**config.mk**
```make
export PLATFORM = sky130hd
export DESIGN_NAME = uart_rx_8x
export DESIGN_NICKNAME = d
export VERILOG_FILES = /design/src/rtl/uart_rx_8x.sv
export SDC_FILE = /design/constraint.sdc
export NUM_CORES = 1
export LEC_CHECK = 0
export ABC_AREA = 1
export ABC_CLOCK_PERIOD_IN_PS = 1400
export BUFFER_PORTS_ARGS = -buffer_cell sky130_fd_sc_hd__buf_4
export CAP_MARGIN = 20
export CORE_MARGIN = 5
export CORE_UTILIZATION = 51
export CTS_CLUSTER_DIAMETER = 200
export DETAILED_ROUTE_END_ITERATION = 16
export PLACE_DENSITY = 0.82
export SYNTH_ARGS = -nofsm -noshare
export SYNTH_HDL_FRONTEND = slang
export SYNTH_SLANG_ARGS = --single-unit
```
**constraint.sdc**
```tcl
create_clock -name clk_in -period 1.4 [get_ports clk_in]
set_input_delay 0.28 -clock clk_in [delete_from_list [all_inputs] [get_ports clk_in]]
set_output_delay 0.28 -clock clk_in [all_outputs]
set_load 0.02 [all_outputs]
```
**src/rtl/uart_rx_8x.sv**
```systemverilog
// uart_rx_8x -- byte-wide UART receiver running off an 8x oversampling tick.
//
// The serial line is brought into the clock domain through a 2-FF
// synchronizer. Each bit is decided by majority vote over oversamples 3, 4
// and 5 of its eight ticks. A completed frame is presented as a one-cycle
// valid strobe together with the received data and error flags.
//
// Optional feature macro: UART_RX_PARITY_EN
//   defined   : an even-parity bit follows the data bits; parity_err_out exists
//   undefined : frame = start + DATA_BITS data + stop; no parity_err_out port
//
// Parameters
//   DATA_BITS        data bits per frame, LSB first (5..8)
// Ports
//   clk_in           system clock
//   rst_in           synchronous, active-high reset
//   baud_tick_in     oversample strobe (8 per bit period)
//   rx_in            asynchronous serial line, idles high
//   data_out         last received data word, held until the next frame
//   valid_out        one-cycle pulse when data_out updates
//   framing_err_out  one-cycle pulse with valid_out when the stop bit votes 0
//   busy_out         high while a frame is in progress
//   parity_err_out   (parity build only) pulse with valid_out on parity mismatch

module uart_rx_8x #(
    parameter int DATA_BITS = 8
) (
    input  logic                 clk_in,
    input  logic                 rst_in,
    input  logic                 baud_tick_in,
    input  logic                 rx_in,
    output logic [DATA_BITS-1:0] data_out,
    output logic                 valid_out,
    output logic                 framing_err_out,
    output logic                 busy_out
`ifdef UART_RX_PARITY_EN
    ,
    output logic                 parity_err_out
`endif
);

    typedef enum logic [2:0] {
        S_IDLE   = 3'd0,
        S_START  = 3'd1,
        S_DATA   = 3'd2,
`ifdef UART_RX_PARITY_EN
        S_PARITY = 3'd3,
`endif
        S_STOP   = 3'd4
    } state_t;

    localparam logic [2:0] LAST_BIT = 3'(DATA_BITS - 1);

    // Majority of three oversamples.
    function automatic logic maj3(input logic [2:0] v);
        maj3 = (v[0] & v[1]) | (v[0] & v[2]) | (v[1] & v[2]);
    endfunction

`ifdef UART_RX_PARITY_EN
    // Even parity: data XOR parity bit must be 0, otherwise it is an error.
    function automatic logic even_parity_err(input logic [DATA_BITS-1:0] d,
                                             input logic p);
        even_parity_err = (^d) ^ p;
    endfunction
`endif

    logic                 rx_meta_q;
    logic                 rx_s_q;
    state_t               state_q,   state_d;
    logic [2:0]           smp_q,     smp_d;
    logic [2:0]           bit_cnt_q, bit_cnt_d;
    logic [2:0]           samp_q,    samp_d;
    logic [DATA_BITS-1:0] shift_q,   shift_d;
    logic [DATA_BITS-1:0] data_q,    data_d;
    logic                 valid_q,   valid_d;
    logic                 ferr_q,    ferr_d;
    logic                 busy_q,    busy_d;
`ifdef UART_RX_PARITY_EN
    logic                 pbit_q,    pbit_d;
    logic                 perr_q,    perr_d;
`endif

    logic vote_mid_s;
    logic vote_stop_s;

    // Captures from samples 3..5 of the current bit.
    assign vote_mid_s  = maj3(samp_q);
    // The stop bit is decided on sample 5 itself, so the live line value
    // stands in for the not-yet-registered third capture.
    assign vote_stop_s = maj3({rx_s_q, samp_q[1:0]});

    // Two-flop synchronizer for the asynchronous line; resets to idle-high.
    always_ff @(posedge clk_in) begin
        if (rst_in) begin
            rx_meta_q <= 1'b1;
            rx_s_q    <= 1'b1;
        end else begin
            rx_meta_q <= rx_in;
            rx_s_q    <= rx_meta_q;
        end
    end

    // Receiver state and output registers.
    always_ff @(posedge clk_in) begin
        if (rst_in) begin
            state_q   <= S_IDLE;
            smp_q     <= 3'd0;
            bit_cnt_q <= 3'd0;
            samp_q    <= 3'b111;
            shift_q   <= '0;
            data_q    <= '0;
            valid_q   <= 1'b0;
            ferr_q    <= 1'b0;
            busy_q    <= 1'b0;
`ifdef UART_RX_PARITY_EN
            pbit_q    <= 1'b0;
            perr_q    <= 1'b0;
`endif
        end else begin
            state_q   <= state_d;
            smp_q     <= smp_d;
            bit_cnt_q <= bit_cnt_d;
            samp_q    <= samp_d;
            shift_q   <= shift_d;
            data_q    <= data_d;
            valid_q   <= valid_d;
            ferr_q    <= ferr_d;
            busy_q    <= busy_d;
`ifdef UART_RX_PARITY_EN
            pbit_q    <= pbit_d;
            perr_q    <= perr_d;
`endif
        end
    end

    // Next-state, counter and output decode; everything holds between ticks.
    always_comb begin
        state_d   = state_q;
        smp_d     = smp_q;
        bit_cnt_d = bit_cnt_q;
        samp_d    = samp_q;
        shift_d   = shift_q;
        data_d    = data_q;
        valid_d   = 1'b0;
        ferr_d    = 1'b0;
`ifdef UART_RX_PARITY_EN
        pbit_d    = pbit_q;
        perr_d    = 1'b0;
`endif

        if (baud_tick_in) begin
            smp_d = smp_q + 3'd1;

            case (smp_q)
                3'd3:    samp_d[0] = rx_s_q;
                3'd4:    samp_d[1] = rx_s_q;
                3'd5:    samp_d[2] = rx_s_q;
                default: samp_d    = samp_q;
            endcase

            case (state_q)
                S_IDLE: begin
                    // The detecting tick is sample 0 of the start bit.
                    if (!rx_s_q) begin
                        state_d = S_START;
                        smp_d   = 3'd1;
                    end else begin
                        smp_d   = 3'd0;
                    end
                end
                S_START: begin
                    if (smp_q == 3'd7) begin
                        if (vote_mid_s) begin
                            state_d = S_IDLE;
                        end else begin
                            state_d   = S_DATA;
                            bit_cnt_d = 3'd0;
                        end
                    end else begin
                        state_d = S_START;
                    end
                end
                S_DATA: begin
                    if (smp_q == 3'd7) begin
                        // LSB first: each new bit enters at the top.
                        shift_d   = {vote_mid_s, shift_q[DATA_BITS-1:1]};
                        bit_cnt_d = bit_cnt_q + 3'd1;
                        if (bit_cnt_q == LAST_BIT) begin
`ifdef UART_RX_PARITY_EN
                            state_d = S_PARITY;
`else
                            state_d = S_STOP;
`endif
                        end else begin
                            state_d = S_DATA;
                        end
                    end else begin
                        state_d = S_DATA;
                    end
                end
`ifdef UART_RX_PARITY_EN
                S_PARITY: begin
                    if (smp_q == 3'd7) begin
                        pbit_d  = vote_mid_s;
                        state_d = S_STOP;
                    end else begin
                        state_d = S_PARITY;
                    end
                end
`endif
                S_STOP: begin
                    // Leaving at sample 5 gives half a bit of slack for
                    // rate mismatch before a back-to-back start edge.
                    if (smp_q == 3'd5) begin
                        data_d  = shift_q;
                        valid_d = 1'b1;
                        ferr_d  = ~vote_stop_s;
`ifdef UART_RX_PARITY_EN
                        perr_d  = even_parity_err(shift_q, pbit_q);
`endif
                        state_d = S_IDLE;
                        smp_d   = 3'd0;
                    end else begin
                        state_d = S_STOP;
                    end
                end
                default: begin
                    state_d = S_IDLE;
                    smp_d   = 3'd0;
                end
            endcase
        end else begin
            smp_d = smp_q;
        end

        busy_d = (state_d != S_IDLE);
    end

    assign data_out        = data_q;
    assign valid_out       = valid_q;
    assign framing_err_out = ferr_q;
    assign busy_out        = busy_q;
`ifdef UART_RX_PARITY_EN
    assign parity_err_out  = perr_q;
`endif

endmodule

```
Yosys cells after proc, flatten, opt, wreduce, memory -nomap -nowiden
Index checks and enable logic that the tools add are counted.
{"block": "word_totals", "register_bits": 33, "latchBits": 0, "mem_bits_rw": 0, "romBits": 0, "in_bits": 4, "out_inout_bits": 11, "elab_cells": 67, "memories": 0}
{"block": "classes", "n_addsub": 2, "multipliers": 0, "div_mod_pow": 0, "magnitude_cmp": 0, "n_eq_ne": 11, "shift": 0, "muxes": 16, "bitwise_logic": 13, "reduce_logical": 12}
{"cell": "$mux 3", "n": 10}
{"cell": "$eq 3x3->1 const B", "n": 5}
{"cell": "$pmux 3 s4", "n": 1}
{"cell": "$pmux 3 s3", "n": 1}
{"cell": "$add 3x1->3 const B", "n": 2}
{"cell": "$eq 3x2->1 const B", "n": 2}
{"cell": "$ne 2x2->1 const B", "n": 3}
{"cell": "$pmux 3 s2", "n": 1}
{"cell": "$reduce_and 2->1", "n": 3}
{"cell": "$reduce_and 3->1", "n": 2}
{"cell": "$and 1x1->1", "n": 5}
{"cell": "$reduce_and 5->1", "n": 1}
{"cell": "$not 1->1", "n": 4}
{"cell": "$or 1x1->1", "n": 4}
{"cell": "$reduce_or 4->1", "n": 1}
{"cell": "$eq 3x1->1 const B", "n": 1}
{"cell": "$logic_not 3->1", "n": 1}
{"cell": "$reduce_bool 3->1", "n": 1}
{"cell": "$reduce_or 3->1", "n": 1}
{"cell": "$mux 1", "n": 2}
{"cell": "$mux 2", "n": 1}
{"cell": "$reduce_bool 2->1", "n": 1}
{"cell": "$reduce_or 2->1", "n": 1}

Depth between registers and ports, before layout
Gate-level depths: netlist of run 1.
{"block": "depth", "depth_word": 8, "mapped_depth": 10, "ltp_nobuf": 10}

Worst setup path after synthesis of run 1
No wires, ideal clock.
{"block": "synth_timing", "path_type": "reg2reg", "start": "register smp_q[0]", "end": "register bit_cnt_q[1]", "arrival_time_ns": 1.246, "t_required_ns": 1.334, "setup_slack_ns": 0.088, "path_stages_with_launch": 8, "n_path_buf": 1, "synth_period_minus_slack_ns": 1.312, "cell_sequence": "dfxtp_1 > ha_1 > ha_1 > nand2_1 > nor2_4 > buf_6 > nand2_2 > a21oi_2"}
{"block": "synth_between", "elab_chain_cells": 3, "word_cells_on_any_way": 4, "classes_between": "eq/ne (3); reduce/logical (1)"}
{"item": "start: declaration", "line_no": "70", "rtl": "logic [2:0] smp_q, smp_d;"}
{"item": "start signal: assignment", "line_no": "121", "rtl": "smp_q <= smp_d;"}
{"item": "$eq 3x3->1 *", "line_no": "172, 184"}
{"item": "$ne 2x2->1 (no line)"}
{"item": "$reduce_and 5->1 (no line) *"}
{"item": "end signal: assignment", "line_no": "122", "rtl": "bit_cnt_q <= bit_cnt_d;"}
{"item": "end: declaration", "line_no": "71", "rtl": "logic [2:0] bit_cnt_q, bit_cnt_d;"}
Every way passes the cells marked *; elsewhere a longest branch is shown, timed or not.
A chain may end at the register's enable or synchronous reset.

Worst setup path in the final report of run 1
{"block": "layout_timing", "start": "register smp_q[0]", "end": "register smp_q[2]"}
{"block": "layout_between", "elab_chain_cells": 3, "word_cells_on_any_way": 4, "classes_between": "add/sub (1); eq/ne (1); mux (2)"}
{"item": "$add 3x1->3 / $eq 3x3->1 (equally long branches)", "line_no": "152, 214"}
{"item": "$mux 3", "line_no": "214", "rtl": "if (smp_q == 3'd5) begin"}
{"item": "$pmux 3 s3 *", "line_no": "161", "rtl": "case (state_q)"}
Marks and branches as above.

==> results by group, run 1 <==
Final layout
  • Area Growth Syn to Fin: 19.3%
  • Layout Cells excl Fill: between 200 and 250
  • # diodes: 0
  • Utilization after layout: a little under two thirds
  • Filler cells: approximately 250
  • Layout cells sized above 1: about 28%
  • Final-stage net count: between 200 and 250

Logic synthesis
  • Sequential share of the synthesized area: 44.9%
  • Post-synthesis mux area share: 0%
  • Syn Inst Count: 192
  • Mean Syn Cell Area: about 7.7 um2
  • Xor/xnor cell area share of the yosys netlist: 0%
  • Distinct cell type count after synthesis: 23
  • Post-synthesis simple-gate area fraction: 27.7%
  • Post-synthesis adder-cell area fraction: 5.96%
  • Seq cells post-synth: 33
  • Complex-gate fraction of the synthesized area: approximately an eighth
  • Combinational family with the most area after synthesis: simple AND/OR/NAND/NOR gates
  • Syn_nets: around 200
  • Synth Cell Area: between 1000 and 1500 um2
  • Yosys warns: 0

Worst setup path
  • Crit path kind: flip-flop to flip-flop
  • CP cell instances: ha_4 -> ha_1 -> nand3b_1 -> o21ai_1 -> nand2_1 -> a21oi_2
  • Worst Path Max Fanout: 3
  • Critical Path Sink Type: flip-flop
  • Buf/Inv on CP: 0
  • Crit path DAT: ~1600 ps
  • Req. time, crit path: between 1500 and 2000 ps
  • Slowest library cell on the worst path: dfxtp_2
  • Reg-to-reg slack, setup: 60 ps
  • Critical path's top delay family: adder cells
  • CP max stage delay: between 300 and 400 ps
  • CP startpoint kind: flip-flop

STA
  • Slew Limit Fails: 0
  • Final setup viols: 0
  • Setup Skew: approximately 11 ps
  • Slew margin rel.: between 80% and 90%
  • RSZ-0062 raised after global routing: yes
  • Worst-Margin Slew: 268 ps
  • Final period util: 95.7%
  • Achievable frequency: approximately 0.75 GHz
  • Final Hold Viols: 0
  • Tmin final: 1340 ps
  • Setup TNS: 0 ps

Global route
  • Gr ovfl total: 0
  • M3 GR Usage: under 10%
  • Gr usage total: 15.1%
  • Routing usage on met2: a little under a quarter
  • First-pass GRT wire length: about 4700 um
  • Initial antenna violation count: 0
  • Met1 GRT Util: between 15 and 20%
  • Busiest metal layer after global routing: met2
  • Largest net degree at the start of global routing: 20
  • Vias in the first global route: 1120

Placement
  • DP HPWL: around 2000 um
  • GP Congestion: 0.864
  • Number of port buffers: 14
  • DP Cell Count: roughly 240

Floorplanning
  • Initial Util: a little over half
  • Die width: ~64 um
  • # IOs: 15
  • Die Height: 63.7 um
  • FP Rows: 19
  • Core area: roughly 2800 um2
  • Die area: slightly above 4000 um2

Run
  • Max Cap Viol: 0

Power
  • Pwr per Cell Area: around 900 nW/um2
  • Peak supply drop: ~700 uV
  • Leakage power: 0.841 nW

Detailed routing
  • DRT Wirelength: 2840 um
  • DRC: 0
  • ANT nets after route: 0
  • First-pass DRT Iterations: 4
  • Drt wl/cell: 11.4 um
  • Vias post-DR: 1239
  • Vias per inst: approximately 5
  • Iter 0 DRT Violations: 39

Clocking
  • # clock sinks: 33
  • Clock root cell: clkbuf_4
  • CTS tree: built
  • Clock tree buffer depth: 2
  • Clk pin slew, worst setup/hold paths: around 100 ps
  • Inserted Clock Buffers: 5
  • Clock Latency Late Sink: around 340 ps
  • CTS HTree Levels: 2

Hold path
  • Hold Path Class: input pin to flip-flop

Outcome
  • Outcome: finished, final reports clean
layer usage:
layer	wire, um	vias up
met2	1340	22
li1	-	658
met3	179	6
met4	74	0
met5	0	-
met1	1240	553
cell usage in the layout, fill, tap and decap left out, types with 2 or more instances in the layout:
master and instances:
nand2_1 35, nor2_1 33, dfxtp_1 30, buf_4 21, o21ai_1 19, inv_1 17, nand2_2 8, nand3_1 6
a21oi_1 6, inv_2 5, ha_1 5, clkbuf_4 5, a21oi_2 4, o21ai_0 4, nor2_4 3, dfxtp_2 3
or2_2 2, ha_4 2, buf_6 2
kinds of logic after synthesis:
group | after synthesis
buffers and inverters | 28
AO/OA/AOI/OAI | 34
adder cells (fa/ha/maj) | 7
flip-flops | 33
AND/OR/NAND/NOR | 90
what timing repair did:
item,in CTS,in global routing
gates resized for setup,4,10
setup buffers,1,1
cloned,1,0
endpoints found under the setup margin,19,21
hold buffers,0,0
pin swaps,2,2
registers in the layout, summed over array words and instances (netlist names), 3 cells and up:
signal,cells
state_q,3
data_out,8
smp_q,3
bit_cnt_q,3
shift_q,8
samp_q,3
synth_stat cells, drive strengths merged:
library cell	instances	area share, %
nand2	42	12
nor2	37	11
dfxtp	33	45
inv	23	5.9
o21ai	23	7.8
a21oi	10	4.2
ha	7	6.0
nand3	7	2.7
buf	5	2.6
or2	2	0.85
a211oi	1	0.85
nand3b	1	0.51
nor3	1	1.1
path summary, 6_finish.rpt:
check	depth (start not counted)	end	start
worst max-delay path	6	smp_q[2]	smp_q[0]
worst min-delay path	2	rx_meta_q	rx_in
worst max register to register	6	smp_q[2]	smp_q[0]
worst min register to register	1	rx_s_q	rx_meta_q
layout make-up:
class	instances	area (um2)	share of cell area (%)
Sequential cell	33	664	37.9
Tap cell	31	38.8	2.21
Inverter	23	88.8	5.06
Multi-Input combinational cell	132	727	41.4
Clock buffer	7	55.1	3.14
Timing Repair Buffer	23	180	10.3
power by group:
| part | leakage [nW] | switching [mW] | internal [mW] |
|---|---|---|---|
| clock | 0.0314 | 0.303 | 0.237 |
| combinational | 0.542 | 0.0445 | 0.0266 |
| sequential | 0.268 | 0.00485 | 0.944 |
through the flow:
| stage | instance area [um2] | hold WS [ps] | setup slack, ps | power [mW] |
|---|---|---|---|---|
| 2_1_floorplan | 1470 | 384 | 87.8 | 1.02 |
| 3_3_place_gp | 1630 | 391 | 18.3 | 1.04 |
| 3_5_place_dp | 1630 | 397 | -45.2 | 1.04 |
| 4_1_cts | 1700 | 108 | 8.40 | 1.59 |
| 5_1_grt | 1750 | 113 | -25.2 | 1.63 |
| 6_report | 1750 | 126 | 60.1 | 1.56 |
worst reg2reg max path, cell delays in order, from the launching register on:
cell and delay (ps):
dfxtp_2 360, ha_4 170, ha_1 290, nand3b_1 160, o21ai_1 90, nand2_1 90
a21oi_2 110
Power figures use the tool's default switching activity.
==> run 2: changes to the inputs <==
ABC_AREA = not set   (was 1)
==> run 2 against run 1 <==
- the flow now finishes with violations (setup timing)
- worst hold slack better by 3.7 ps
- sequential cell count unchanged
- first-iteration DRC count up 41%
- worst setup slack worse by 200 ps
- combinational power down 17%
- wire length up 7.7%
- count of clock-buffer cells in the layout unchanged
- cell count down 14%
- register-to-register slack worse by 200 ps
==> results by group, run 2 <==
Outcome
  • Outcome: finished with violations
  • Failing checks: setup timing

Clocking
  • CTS tree: built
  • # clock sinks: 33
  • Clk pin slew, worst setup/hold paths: roughly 90 ps
  • Clock root cell: clkbuf_4
  • Hold buffers post-CTS: 0
  • CTS HTree Levels: 2
  • Clock Latency Late Sink: between 300 and 400 ps
  • Clock tree buffer depth: 2
  • Inserted Clock Buffers: 5

Global route
  • Initial antenna violation count: 0
  • Gr ovfl total: 0
  • Largest net degree at the start of global routing: 23
  • Vias in the first global route: 1155
  • Gr usage total: around 16%
  • First-pass GRT wire length: ~5200 um

Logic synthesis
  • Synth area leader: dfxtp_1
  • Seq cells post-synth: 33
  • Complex-gate fraction of the synthesized area: about a tenth
  • Xor/xnor cell area share of the yosys netlist: 0%
  • Mean Syn Cell Area: between 9 and 10 um2
  • Syn_nets: approximately 160
  • Synth Cell Area: approximately 1400 um2
  • Distinct cell type count after synthesis: 37
  • Combinational family with the most area after synthesis: simple AND/OR/NAND/NOR gates
  • Post-synthesis adder-cell area fraction: about 7%
  • Sequential share of the synthesized area: 46.8%
  • Largest cells by area after synthesis: dfxtp_1 47%, mux2i_1 12%, ha_1 6.2%
  • Yosys warns: 0
  • Post-synthesis simple-gate area fraction: between 10% and 20%
  • Syn Inst Count: 145
  • Post-synthesis mux area share: 12.1%
  • Most numerous cell in the Yosys netlist: dfxtp_1
  • Most used DFF post-synth: dfxtp_1
  • Post-synth EDFFs: 0
  • Asr flop ratio synth: 0%
  • Most frequent cells after synthesis: 33 x dfxtp_1, 20 x nor2_1, 17 x mux2i_1
  • Synth top area share: between 40% and 50%

Detailed routing
  • Drt wl/cell: 14.3 um
  • Vias post-DR: about 1100
  • ANT nets after route: 0
  • DRC: 0
  • First-pass DRT Iterations: 5
  • DRT Wirelength: a little over 3000 um
  • Iter 0 DRT Violations: between 50 and 60
  • Vias per inst: approximately 5.3

Final layout
  • Area Growth Syn to Fin: 33.2%
  • Layout cells sized above 1: between 30% and 40%
  • # diodes: 0
  • Commonest cells after routing, fill and taps aside: 32 x buf_4, 28 x dfxtp_1, 20 x nor2_1
  • Final-stage net count: between 150 and 200
  • Most common cell after layout, fill and taps aside: buf_4
  • Utilization after layout: a little over two thirds
  • Filler cells: roughly 200
  • Layout Cells excl Fill: 214

Floorplanning
  • Die area: approximately 3900 um2
  • Initial Util: between 50% and 60%
  • # IOs: 15
  • FP Rows: 19
  • Die width: about 63 um
  • Core area: about 2700 um2
  • Die Height: approximately 63 um

Worst setup path
  • Worst Path Max Fanout: 5
  • Crit path DAT: 1760 ps
  • Req. time, crit path: roughly 1600 ps
  • Critical Path Sink Type: flip-flop
  • CP startpoint kind: flip-flop
  • Crit path kind: flip-flop to flip-flop

STA
  • Setup TNS: -2150 ps
  • Setup Skew: roughly 5.6 ps
  • Final period util: 110%
  • Final setup viols: 21
  • Slew margin rel.: around 77%
  • Tmin final: around 1500 ps
  • Achievable frequency: around 0.65 GHz
  • Hold_ws: between 100 and 150 ps
  • Final Hold Viols: 0
  • Slew Limit Fails: 0
  • Minimum setup slack in the final design: -139 ps
  • Worst-Margin Slew: 346 ps
  • RSZ-0062 raised after global routing: yes

Placement
  • DP HPWL: 2040 um
  • Pre-CTS setup slack: -208 ps
  • GP Congestion: roughly 0.9
  • DP Cell Count: roughly 200
  • Number of port buffers: 14

Power
  • Peak supply drop: ~1200 uV
  • Leakage power: between 0.8 and 0.9 nW
  • Pwr per Cell Area: a little over 900 nW/um2

Run
  • Max Cap Viol: 0

Hold path
  • Hold Path Class: input pin to flip-flop
==> run 2: repair_timing <==
| action | in CTS | in global routing |
|---|---|---|
| setup buffers | 4 | 2 |
| resized for setup | 10 | 10 |
| endpoints found under the setup margin | 22 | 24 |
| cloned | 1 | 0 |
| pin swaps | 6 | 7 |
==> run 2: per-layer routing <==
metal / vias up / routed length (um) / global-route usage, %
met2: 25 / 1450 / 26.0
met1: 529 / 1380 / 19.5
met4: 0 / 78 / 6.90
met5: - / 0 / 0
li1: 574 / - / -
met3: 11 / 141 / 6.12
==> run 2: kinds of logic after synthesis <==
| logic type | Yosys count |
|---|---|
| buffers and inverters | 13 |
| and+or+nand+nor | 52 |
| DFF | 33 |
| AOI/OAI and AO/OA | 22 |
| muxes | 17 |
| adders and majority gates | 8 |
==> run 2: layout make-up <==
class / count / area (um2) / share of cell area, %
Sequential cell: 33 / 672 / 35.7
Inverter: 6 / 25.0 / 1.33
Clock inverter: 1 / 30.0 / 1.60
Multi-Input combinational cell: 99 / 754 / 40.1
Tap cell: 31 / 38.8 / 2.06
Timing Repair Buffer: 37 / 305 / 16.2
Clock buffer: 7 / 55.1 / 2.93
==> run 2: critical path, cell delays in order, from the launching register on <==
cell and delay, ps:
dfxtp_4 370, inv_4 60, ha_4 120, nand3_2 80
or3b_4 430, buf_6 150, mux2i_1 150, nor2_1 60
==> run 2: power by group <==
part           internal [mW]  switching (mW)  leakage [nW]  total (mW)
Combinational         0.0240          0.0351         0.524      0.0591
Clock                  0.426           0.312        0.0455       0.738
Sequential             0.941         0.00557         0.270       0.946
==> run 2: final timing paths <==
path | start | endpoint | slack [ps] | depth (start not counted)
hold / removal | rx_in | rx_meta_q | 130 | 2
hold reg to reg | rx_meta_q | rx_s_q | 410 | 1
setup reg to reg | smp_q[1] | data_out[4] | -140 | 7
setup / recovery | smp_q[1] | data_out[4] | -140 | 7
==> run 2: metrics by stage <==
stage	instance area [um2]	power [mW]
2_1_floorplan	1450	1.01
3_3_place_gp	1680	1.02
3_5_place_dp	1680	1.03
4_1_cts	1820	1.76
5_1_grt	1880	1.82
6_report	1880	1.74
==> run 3: changes to the inputs <==
==> constraint.sdc (replaced) <==
create_clock -name clk_in -period 1.4 [get_ports clk_in]
set_input_delay 0.07 -clock clk_in [delete_from_list [all_inputs] [get_ports clk_in]]
set_output_delay 0.07 -clock clk_in [all_outputs]
set_load 0.02 [all_outputs]
==> run 3 against run 2 <==
- the flow still finishes with violations (setup timing)
- cell count decreased by 4.7%
- non-clock buffer count decreased by 11
- register-to-register slack about the same
- power decreased by 0.33%
- global-route usage decreased by 0.74 points
- clock skew increased by 8.2 ps
- clock power about the same
- via count decreased by 1.1%
- count of clock-buffer cells in the layout unchanged
- sequential power increased by 0.4%
==> results by group, run 3 (synthesis results as in run 2) <==
Worst setup path
  • R2R Path End: shift_q[0]
  • CP startpoint kind: flip-flop
  • Worst R2R Start: smp_q[0]
  • Crit path kind: flip-flop to flip-flop
  • CP cell instances: ha_4 -> ha_4 -> nand3b_4 -> nor3_4 -> buf_12 -> mux2i_1 -> nor2_1
  • Reg-to-reg slack, setup: -140 ps
  • Crit path from: smp_q[0]
  • CP max stage delay: 390 ps
  • Top cell by count, worst path: ha_4
  • Slowest library cell on the worst path: dfxtp_4
  • Req. time, crit path: roughly 1600 ps
  • Setup crit end: shift_q[0]
  • Worst Path Max Fanout: 12
  • Critical Path Sink Type: flip-flop
  • Reg2Reg Depth: 7
  • Crit path DAT: between 1500 and 2000 ps

Detailed routing
  • DRC: 0
  • Iter 0 DRT Violations: 32
  • First-pass DRT Iterations: 4
  • DRT Wirelength: around 2900 um
  • Vias post-DR: approximately 1100
  • Drt wl/cell: between 10 and 15 um
  • Vias per inst: around 5.5
  • ANT nets after route: 0

Outcome
  • Failing checks: setup timing
  • Outcome: finished with violations

Placement
  • Pre-CTS setup slack: -183 ps
  • GP Congestion: between 0.8 and 0.9
  • DP HPWL: roughly 2000 um
  • Number of port buffers: 14
  • Placement Cell Area: 1640 um2

Clocking
  • # clock sinks: 33
  • Inserted Clock Buffers: 5
  • CTS HTree Levels: 2
  • CTS tree: built
  • Clk pin slew, worst setup/hold paths: roughly 100 ps
  • Clock tree buffer depth: 2
  • Clock Latency Late Sink: about 340 ps
  • Clock root cell: clkbuf_4

Floorplanning
  • Initial Util: a little over half
  • # IOs: 15
  • Core area: around 2700 um2
  • Die Height: 62.6 um
  • Die area: a little under 4000 um2
  • FP Rows: 19
  • Die width: 62.6 um

STA
  • Setup Skew: about 14 ps
  • Hold_ws: slightly below 90 ps
  • Setup TNS: -1860 ps
  • Tmin final: about 1500 ps
  • Worst-Margin Slew: about 350 ps
  • Final Hold Viols: 0
  • Minimum setup slack in the final design: -140 ps
  • RSZ-0062 raised after global routing: yes
  • Final period util: 110%
  • Achievable frequency: roughly 0.65 GHz
  • Slew Limit Fails: 0
  • Slew margin rel.: about three quarters
  • Final setup viols: 21

Final layout
  • Final-stage net count: about 180
  • Design Area, Final: ~1800 um2
  • Filler cells: 199
  • Area Growth Syn to Fin: 26.6%
  • Commonest cells after routing, fill and taps aside: 27 x dfxtp_1, 24 x buf_4, 20 x nor2_1
  • Layout cells sized above 1: between 30 and 40%
  • Most common cell after layout, fill and taps aside: dfxtp_1
  • # diodes: 0

Power
  • Leakage power: roughly 0.8 nW
  • Peak supply drop: approximately 870 uV
  • Pwr per Cell Area: roughly 1000 nW/um2
  • Pwr Total: around 1.7 mW

Hold path
  • Hold Path Class: input pin to flip-flop

Global route
  • Gr ovfl total: 0
  • Gr usage total: roughly 16%
  • First-pass GRT wire length: about 4900 um
  • Vias in the first global route: about 1100
  • Initial antenna violation count: 0
  • Largest net degree at the start of global routing: 31

Run
  • Max Cap Viol: 0
run 3: worst min path at each step:
stage,depth (start not counted),from,end,slack [ps]
2_1_floorplan,1,rx_in,rx_meta_q,170
3_3_place_gp,2,rx_in,rx_meta_q,250
3_5_place_dp,2,rx_in,rx_meta_q,260
4_1_cts,3,baud_tick_in,smp_q[1],70
5_1_grt,2,rst_in,data_out[7],100
6_report,3,baud_tick_in,smp_q[1],90
run 3: timing repair:
item / 4_1_cts / 5_1_grt
pin swaps: 0 / 1
gates resized for setup: 10 / 4
hold buffers: 1 / 0
hold endpoints to repair: 1 / 0
gates cloned: 0 / 1
endpoints found under the setup margin: 22 / 22
buffers inserted: 0 / 1
run 3: layer usage:
metal / track usage (%) / share of wire, %
met1: 17.4 / 44
met2: 25.3 / 48
met3: 4.32 / 5.0
met4: 10.9 / 3.5
met5: 0 / 0
run 3: metrics by stage:
step                      util [%]  cells
after floorplan                  -    145
after global placement        60.7    194
after detailed placement      60.7    194
after CTS                     65.3    203
after global routing          65.9    204
final                         65.9    204
run 3: final cells by class:
type	instances	area (um2)	share of cell area, %
flip-flops and latches	33	671	37.5
clock inverters	1	30.0	1.68
clock buffers	7	55.1	3.08
well taps	31	38.8	2.17
inverters	6	22.5	1.26
multi-input cells	100	759	42.5
repair buffers	26	210	11.8
run 3: power by group:
group	switching, mW	total [mW]	internal (mW)
clock	0.309	0.735	0.426
sequential	0.00675	0.950	0.943
combinational	0.0337	0.0530	0.0193
run 3: critical path, delay by kind of cell (launching register included):
family | cells | cell delay (ps)
buffers and inverters | 1 | 160
AND/OR/NAND/NOR | 3 | 360
multiplexers | 1 | 200
adder cells (fa/ha/maj) | 2 | 310
flip-flops | 1 | 390
